`config.mk`:
```
export PLATFORM = sky130hd
export DESIGN_NAME = mskrnd_lfsr_source_flat
export DESIGN_NICKNAME = d
export VERILOG_FILES = /design/src/rtl/mskrnd_lfsr_source_if.sv /design/src/rtl/mskrnd_lfsr_source.sv /design/src/flat_wrapper.sv
export SDC_FILE = /design/constraint.sdc
export NUM_CORES = 1
export LEC_CHECK = 0
export CAP_MARGIN = 25
export CORE_ASPECT_RATIO = 0.6
export CORE_UTILIZATION = 30
export CTS_CLUSTER_SIZE = 24
export DETAILED_ROUTE_END_ITERATION = 7
export SLEW_MARGIN = 20
export SYNTH_ARGS = -nofsm -noshare
export SYNTH_HDL_FRONTEND = slang
export SYNTH_SLANG_ARGS = --single-unit
```
`constraint.sdc`:
```
create_clock -name clk -period 3.25 [get_ports clk]
set_input_delay 0.4875 -clock clk [delete_from_list [all_inputs] [get_ports clk]]
set_output_delay 0.4875 -clock clk [all_outputs]
set_load 0.01 [all_outputs]
```
`src/rtl/mskrnd_lfsr_source_if.sv`:
```
// Seed and random-word streams of the masked-gadget randomness source.
// master: the randomness source itself; slave: the seeding agent / gadget consumer.
interface mskrnd_lfsr_source_if #(
    parameter int RND_W = 1
);
    logic [127:0]     seed;
    logic             seed_valid;
    logic             seed_ready;
    logic [RND_W-1:0] rnd_out;
    logic             rnd_valid;
    logic             rnd_ready;

    modport master (
        input  seed, seed_valid, rnd_ready,
        output seed_ready, rnd_out, rnd_valid
    );

    modport slave (
        output seed, seed_valid, rnd_ready,
        input  seed_ready, rnd_out, rnd_valid
    );
endinterface

```
`src/rtl/mskrnd_lfsr_source.sv`:
```
// 128-bit LFSR fresh-randomness source for HPC2 AND gadgets.
// Polynomial x^128+x^126+x^101+x^99+1, RND_W shifts unrolled per step;
// rnd_out bit k is the feedback bit of shift k within the step.
//
// state  | meaning
// -------+---------------------------------------------------------------
// IDLE   | unseeded, seed_ready=1, no output
// WARMUP | one discarded/priming step per cycle, cnt counts 0..WARMUP-1
// RUN    | rnd_out valid, steps only when the consumer takes a word
module mskrnd_lfsr_source #(
    parameter int d         = 2,
    parameter int N_GADGETS = 1,
    parameter int RND_W     = N_GADGETS * d * (d - 1) / 2,
    parameter int WARMUP    = 4
) (
    input  logic                clk,
    input  logic                syn_rst,
    mskrnd_lfsr_source_if.master bus
);
    localparam int CNT_W = (WARMUP < 1) ? 1 : $clog2(WARMUP + 1);
    localparam logic [CNT_W-1:0] CNT_LAST = CNT_W'(WARMUP - 1);

    if (RND_W < 1 || RND_W > 128) begin : g_bad_rnd_w
        $error("RND_W must be within 1..128");
    end
    if (WARMUP < 1) begin : g_bad_warmup
        $error("WARMUP must be at least 1");
    end

    typedef enum logic [1:0] {
        S_IDLE   = 2'd0,
        S_WARMUP = 2'd1,
        S_RUN    = 2'd2
    } state_t;

    state_t           state;
    logic [CNT_W-1:0] cnt;
    logic [127:0]     lfsr;
    logic [127:0]     lfsr_step;
    logic [127:0]     seed_load;
    logic [RND_W-1:0] word_step;
    logic [RND_W-1:0] rnd_out_r;
    logic             rnd_valid_r;
    logic             seed_ready_r;

    // The all-zero state would lock the LFSR, so a zero seed maps to 1.
    assign seed_load = (bus.seed == 128'h0) ? 128'h1 : bus.seed;

    // One step: RND_W single shifts unrolled, collecting each feedback bit.
    always_comb begin
        logic [127:0] s;
        logic         fb;
        s         = lfsr;
        fb        = 1'b0;
        word_step = '0;
        for (int k = 0; k < RND_W; k++) begin
            fb           = s[127] ^ s[125] ^ s[100] ^ s[98];
            word_step[k] = fb;
            s            = {s[126:0], fb};
        end
        lfsr_step = s;
    end

    // Sequencing FSM with registered handshake outputs; a seed load in RUN
    // overrides any step in the same cycle.
    always_ff @(posedge clk) begin
        if (syn_rst) begin
            state        <= S_IDLE;
            cnt          <= '0;
            lfsr         <= 128'h1;
            rnd_out_r    <= '0;
            rnd_valid_r  <= 1'b0;
            seed_ready_r <= 1'b1;
        end else begin
            case (state)
                S_IDLE: begin
                    if (bus.seed_valid && seed_ready_r) begin
                        lfsr         <= seed_load;
                        cnt          <= '0;
                        seed_ready_r <= 1'b0;
                        state        <= S_WARMUP;
                    end
                end
                S_WARMUP: begin
                    lfsr      <= lfsr_step;
                    rnd_out_r <= word_step;
                    if (cnt == CNT_LAST) begin
                        seed_ready_r <= 1'b1;
                        rnd_valid_r  <= 1'b1;
                        state        <= S_RUN;
                    end else begin
                        cnt <= cnt + CNT_W'(1);
                    end
                end
                S_RUN: begin
                    if (bus.seed_valid && seed_ready_r) begin
                        lfsr         <= seed_load;
                        cnt          <= '0;
                        seed_ready_r <= 1'b0;
                        rnd_valid_r  <= 1'b0;
                        state        <= S_WARMUP;
                    end else if (bus.rnd_ready) begin
                        lfsr      <= lfsr_step;
                        rnd_out_r <= word_step;
                    end
                end
                default: begin
                    state <= S_IDLE;
                end
            endcase
        end
    end

    assign bus.rnd_out    = rnd_out_r;
    assign bus.rnd_valid  = rnd_valid_r;
    assign bus.seed_ready = seed_ready_r;
endmodule
```
`src/flat_wrapper.sv`:
```
// flat-port wrapper written by rule: the top's interface ports become plain ports
module mskrnd_lfsr_source_flat 
#(
    parameter int d         = 2,
    parameter int N_GADGETS = 1,
    parameter int RND_W     = N_GADGETS * d * (d - 1) / 2,
    parameter int WARMUP    = 4
)
  (clk, syn_rst, bus_seed, bus_seed_valid, bus_rnd_ready, bus_seed_ready, bus_rnd_out, bus_rnd_valid);
  mskrnd_lfsr_source_if #(.RND_W(RND_W)) bus_i ();
  input  logic clk;
  input  logic syn_rst;
  input wire logic [$bits(bus_i.seed)-1:0] bus_seed;
  input wire logic [$bits(bus_i.seed_valid)-1:0] bus_seed_valid;
  input wire logic [$bits(bus_i.rnd_ready)-1:0] bus_rnd_ready;
  output wire logic [$bits(bus_i.seed_ready)-1:0] bus_seed_ready;
  output wire logic [$bits(bus_i.rnd_out)-1:0] bus_rnd_out;
  output wire logic [$bits(bus_i.rnd_valid)-1:0] bus_rnd_valid;
  assign bus_i.seed = bus_seed;
  assign bus_i.seed_valid = bus_seed_valid;
  assign bus_i.rnd_ready = bus_rnd_ready;
  assign bus_seed_ready = bus_i.seed_ready;
  assign bus_rnd_out = bus_i.rnd_out;
  assign bus_rnd_valid = bus_i.rnd_valid;
  mskrnd_lfsr_source #(.d(d), .N_GADGETS(N_GADGETS), .RND_W(RND_W), .WARMUP(WARMUP)) u_core (.clk(clk), .syn_rst(syn_rst), .bus(bus_i));
endmodule
```
# Word-level counts from Yosys, hierarchy flattened
# Index checks and enable logic that the tools add are counted.
[totals] regBits=136 input_bits=132 out_inout_bits=3 wordCells=52
[classes] add_sub_neg=1 eq_ne=11 n_mux=18 bitwise=3 n_reduce_logical=13
[ops] operator="$mux 128" count=4
[ops] operator="$pmux 128 s3" count=1
[ops] operator="$logic_not 128->1" count=1
[ops] operator="$reduce_and 3->1" count=5
[ops] operator="$ne 2x1->1 const B" count=4
[ops] operator="$mux 3" count=2
[ops] operator="$ne 2x2->1 const B" count=3
[ops] operator="$pmux 1 s2" count=3
[ops] operator="$pmux 3 s2" count=1
[ops] operator="$mux 1" count=4
[ops] operator="$mux 2" count=2
[ops] operator="$pmux 2 s2" count=1
[ops] operator="$reduce_bool 2->1" count=2
[ops] operator="$add 3x1->3 const B" count=1
[ops] operator="$eq 3x2->1 const B" count=1
[ops] operator="$ne 3x2->1 const B" count=1
[ops] operator="$reduce_bool 3->1" count=1
[ops] operator="$xor 1x1->1" count=3
[ops] operator="$eq 2x1->1 const B" count=1
[ops] operator="$eq 2x2->1 const B" count=1
[ops] operator="$logic_not 2->1" count=1
[ops] operator="$reduce_and 2->1" count=1
[ops] operator="$reduce_or 2->1" count=1
[ops] operator="$logic_and 1x1->1" count=1

# Depth between registers and ports, before layout
[logic_depth] ltp_word=6 mapped_depth=10 mapped_depth_nobuf=7

# Worst setup path after synthesis
# No wires, ideal clock.
[synth_timing] path_kind="register to register" start="register u_core.state[0]" end="register u_core.lfsr[37]" setup_time_ps=132 arrival_time_ps=1714 t_required_ps=3118 setup_slack_ps=1404 path_stages_with_launch=11 n_path_buf=3 period_less_slack_ps=1846 cell_sequence="dfxtp_1 inv_1 ha_1 nor2b_1 o21ai_1 nand2b_1 buf_2 buf_2 buf_2 a221oi_1 nor3_1"
[synth_via] elab_chain_len=3 elab_cells_between_ends=8 classes_between="eq/ne: 4; mux: 1; reduce/logical: 3"
[synth_rtl] element="start, declared" line="mskrnd_lfsr_source.sv:36" text="state_t state;"
[synth_rtl] element="start signal, assigned" line="mskrnd_lfsr_source.sv:68" text="state <= S_IDLE;"
[synth_rtl] element="start signal, assigned" line="mskrnd_lfsr_source.sv:81" text="state <= S_WARMUP;"
[synth_rtl] element="start signal, assigned" line="mskrnd_lfsr_source.sv:90" text="state <= S_RUN;"
[synth_rtl] element="$eq 2x2->1, or another cell as far along" line="mskrnd_lfsr_source.sv:75" text="case (state)"
[synth_rtl] element="$ne 3x2->1 (no line), or another cell as far along"
[synth_rtl] element="$reduce_and 3->1 (no line)"
[synth_rtl] element="end signal, assigned" line="mskrnd_lfsr_source.sv:78" text="lfsr <= seed_load;"
[synth_rtl] element="end signal, assigned" line="mskrnd_lfsr_source.sv:85" text="lfsr <= lfsr_step;"
[synth_rtl] element="end signal, assigned" line="mskrnd_lfsr_source.sv:97" text="lfsr <= seed_load;"
[synth_rtl] element="end, declared" line="mskrnd_lfsr_source.sv:38" text="logic [127:0] lfsr;"
# Parallel ways exist; a longest one is shown, timed or not.
# A chain may end at the register's enable or synchronous reset.

# Worst setup path in the final report
[layout_timing] start="input bus_seed[27]" end="register u_core.lfsr[0]"
[layout_via] elab_chain_len=4 elab_cells_between_ends=5 classes_between="mux: 4; reduce/logical: 1"
[layout_rtl] element="start, declared" line="flat_wrapper.sv:13" text="input wire logic [$bits(bus_i.seed)-1:0] bus_seed;"
[layout_rtl] element="$logic_not 128->1 (*)" line="mskrnd_lfsr_source.sv:47" text="assign seed_load = (bus.seed == 128'h0) ? 128'h1 : bus.seed;"
[layout_rtl] element="$mux 128 (*)" line="mskrnd_lfsr_source.sv:47"
[layout_rtl] element="$mux 128, on equally long branches" line="mskrnd_lfsr_source.sv:96, mskrnd_lfsr_source.sv:77"
[layout_rtl] element="$pmux 128 s3 (*)" line="mskrnd_lfsr_source.sv:75"
[layout_rtl] element="end signal, assigned" line="mskrnd_lfsr_source.sv:78"
[layout_rtl] element="end signal, assigned" line="mskrnd_lfsr_source.sv:97"
[layout_rtl] element="end signal, assigned" line="mskrnd_lfsr_source.sv:103" text="lfsr <= lfsr_step;"
# Mark *: on every way between the ends. The rest lies on a longest branch, timed or not. The select of a mux whose other input is x is not followed.

==> run metrics <==
row cnt 39; TritonCTS clock tree built; post-DP HPWL around 13 mm; Seq/Total Area, Yosys 0.462; required time of the critical path 3.61 ns; Pwr Total 4920 uW; post-synth cell types 32; PwrDens 603 nW/um^2; layout cells sized above 1 0.0818; Remaining Overflow, GRT 0; initial core utilization 0.308; final wirelength 19.5 mm; port buffer count 134; Synth Instances 688; clock latency on the worst-skew pair 0.42 ns; slowest CP cell nor4_1; clock skew about 0.0080 ns; DR iter-0 viols roughly 630; static leakage ~0.0029 uW; max-slew violations 0; # setup viols final 0; synthesized area per cell about 8.6 sq um; Post-CTS Resized 0; worst setup margin 0.757 ns; setup repair after global routing missed its margin false; fin crit period 2.49 ns; final net count 932; max cap viols 0; clk sinks 136; First-pass DRT Iterations 5; Yosys top cell by area dfxtp_1; GRT Util Overall 0.193; Die Y 111 microns; first-pass GRT wire length between 30 and 40 mm; Die X 183 microns; CORE AREA around 19000 sq um; Routed Antenna Nets 0; sum of negative setup slack 0 ns; Max FO, Critical Path 2; multi-input logic area 2900 sq um; Crit. End Element flip-flop; number of synthesis warnings 0; Syn-to-layout area delta 38.3%; via count around 5900; Die ar. 20200 sq um; hold_ws 0.492 ns; Synth Net Count ~830; Sequential cell area approximately 2700 sq um; CTS root buf clkbuf_16; crit path cell chain clkdlybuf4s50_1, nor4_1, buf_4, nand4_1, or4_1, o2111ai_1, o311a_1; ant diodes 0; clk slew on worst S/H paths ~0.06 ns; f_max 401 MHz; Place WS ~0.43 ns; CTS buffer count 17; vias in the first global route around 5400; crit path launch type input pin; status finished, final reports clean; Synth top area share 0.462; Max-slew headroom 0.451; # IOs 135; final routed DRC violation total 0; largest cells by area after synthesis dfxtp_1 (46%), a221oi_1 (19%), nor3_1 (11%); GPL Wtd Cong 0.789; Seq cells post-synth 136; Worst EP arrival 2.86 ns; area post-placement roughly 7600 sq um; largest net degree at the start of global routing approximately 70; DR WL/cell ~18 microns; maximum VDD drop 0.431 mV; vias per cell 5.54; Finished Cell Area 8160 sq um; cts-stage hold buffer count 0; setup bufs post-CTS 0; Max Buffers Root-to-Sink 2; Fill cells ~1900; Post-Syn Area between 5000 and 6000 sq um; crit path kind in2reg; Worst Tran Pin Value approximately 0.82 ns; # H-tree levels 4; antenna violations before repair 0; Final Hold Viols 0; Worst Hold Class reg2reg; Period Utilization, post-route 0.767; Worst path max stage delay 0.74 ns
-- worst max-delay path: cells and delay by family --
family          cells  cell delay [ns]
buf+inv             2             0.67
simple gates        3             1.32
compound gates      2             0.38
-- stage by stage --
| step | utilization | instances |
|---|---|---|
| after floorplan | - | 688 |
| after global placement | 0.397 | 1041 |
| after detailed placement | 0.397 | 1041 |
| after CTS | 0.426 | 1073 |
| after global routing | 0.426 | 1073 |
| final | 0.426 | 1073 |
-- report_power, final --
group          total (uW)  switching, uW  internal, uW
clock network        1850            777          1080
registers            2020            123          1900
logic                1050            566           480
total                4920           1470          3450
-- layout by cell type (no fill, tap or decap), drive strengths merged, types with 3 or more instances in the layout --
cell type / instances
buf: 25
clkbuf: 18
nor2: 139
a221oi: 127
nor2b: 4
nor3: 128
nand2: 6
a21oi: 4
clkdlybuf4s50: 133
dfxtp: 136
nand4: 9
nor4: 32
clkinv: 9
ha: 6
inv: 6
o21ai: 3
-- logic make-up (layout without fill, tap and decap cells) --
group | count (synthesis) | after routing | synth area share
adders and majority gates | 6 | 6 | 0.0127
buffers and inverters | 75 | 194 | 0.0520
AOI/OAI and AO/OA | 142 | 142 | 0.206
muxes | 2 | 2 | 0.00340
and+or+nand+nor | 324 | 324 | 0.259
DFF | 136 | 136 | 0.462
xor gates and xnor gates | 3 | 3 | 0.00446
-- worst paths after layout --
kind	start	endpoint	slack, ns	cells after the start
setup reg to reg	u_core.state[0]	u_core.lfsr[53]	0.89	8
hold / removal	u_core.cnt[2]	u_core.cnt[2]	0.49	2
hold reg to reg	u_core.cnt[2]	u_core.cnt[2]	0.49	2
setup / recovery	bus_seed[27]	u_core.lfsr[0]	0.76	7
-- synth_stat cells --
library cell and instances:
nand2_1 6, xnor2_1 2, and3_1 1, o21ai_0 1
dfxtp_1 136, a21boi_1 1, buf_2 20, nand2b_1 2
nor4_2 4, buf_1 8, mux2i_1 2, o21a_1 1
a221o_1 1, clkbuf_1 43, o2111ai_1 1, nor2b_1 4
inv_1 3, o311a_1 1, ha_1 6, nor3_1 128
nor4_1 28, or4_1 2, a21oi_1 4, xor2_1 1
nor2_1 139, inv_2 1, nand4_1 9, o21ai_1 2
a221oi_1 127, nand3_1 1, a32oi_1 2, a22oi_1 1
-- flip-flops by register name, summed over array words and instances (netlist names) --
name,flops
u_core.cnt,3
u_core.bus.rnd_out,1
u_core.bus.rnd_valid,1
u_core.lfsr,128
u_core.bus.seed_ready,1
u_core.state,2
-- final cells by class --
cell class,count,area share
tap,266,0.0408
multi-input combinational,477,0.356
sequential,136,0.334
clock inverter,14,0.0155
inverter,4,0.00184
clock buffer,18,0.0538
timing repair buffer,158,0.198
-- metal layers --
layer	up-vias	GRT usage	part of all wire
met5	-	0	0
met4	0	0.0478	0.0066
met3	12	0.0508	0.081
met2	212	0.254	0.40
met1	2859	0.301	0.52
li1	2864	-	-
No activity file was read; power rests on OpenSTA's default activity.
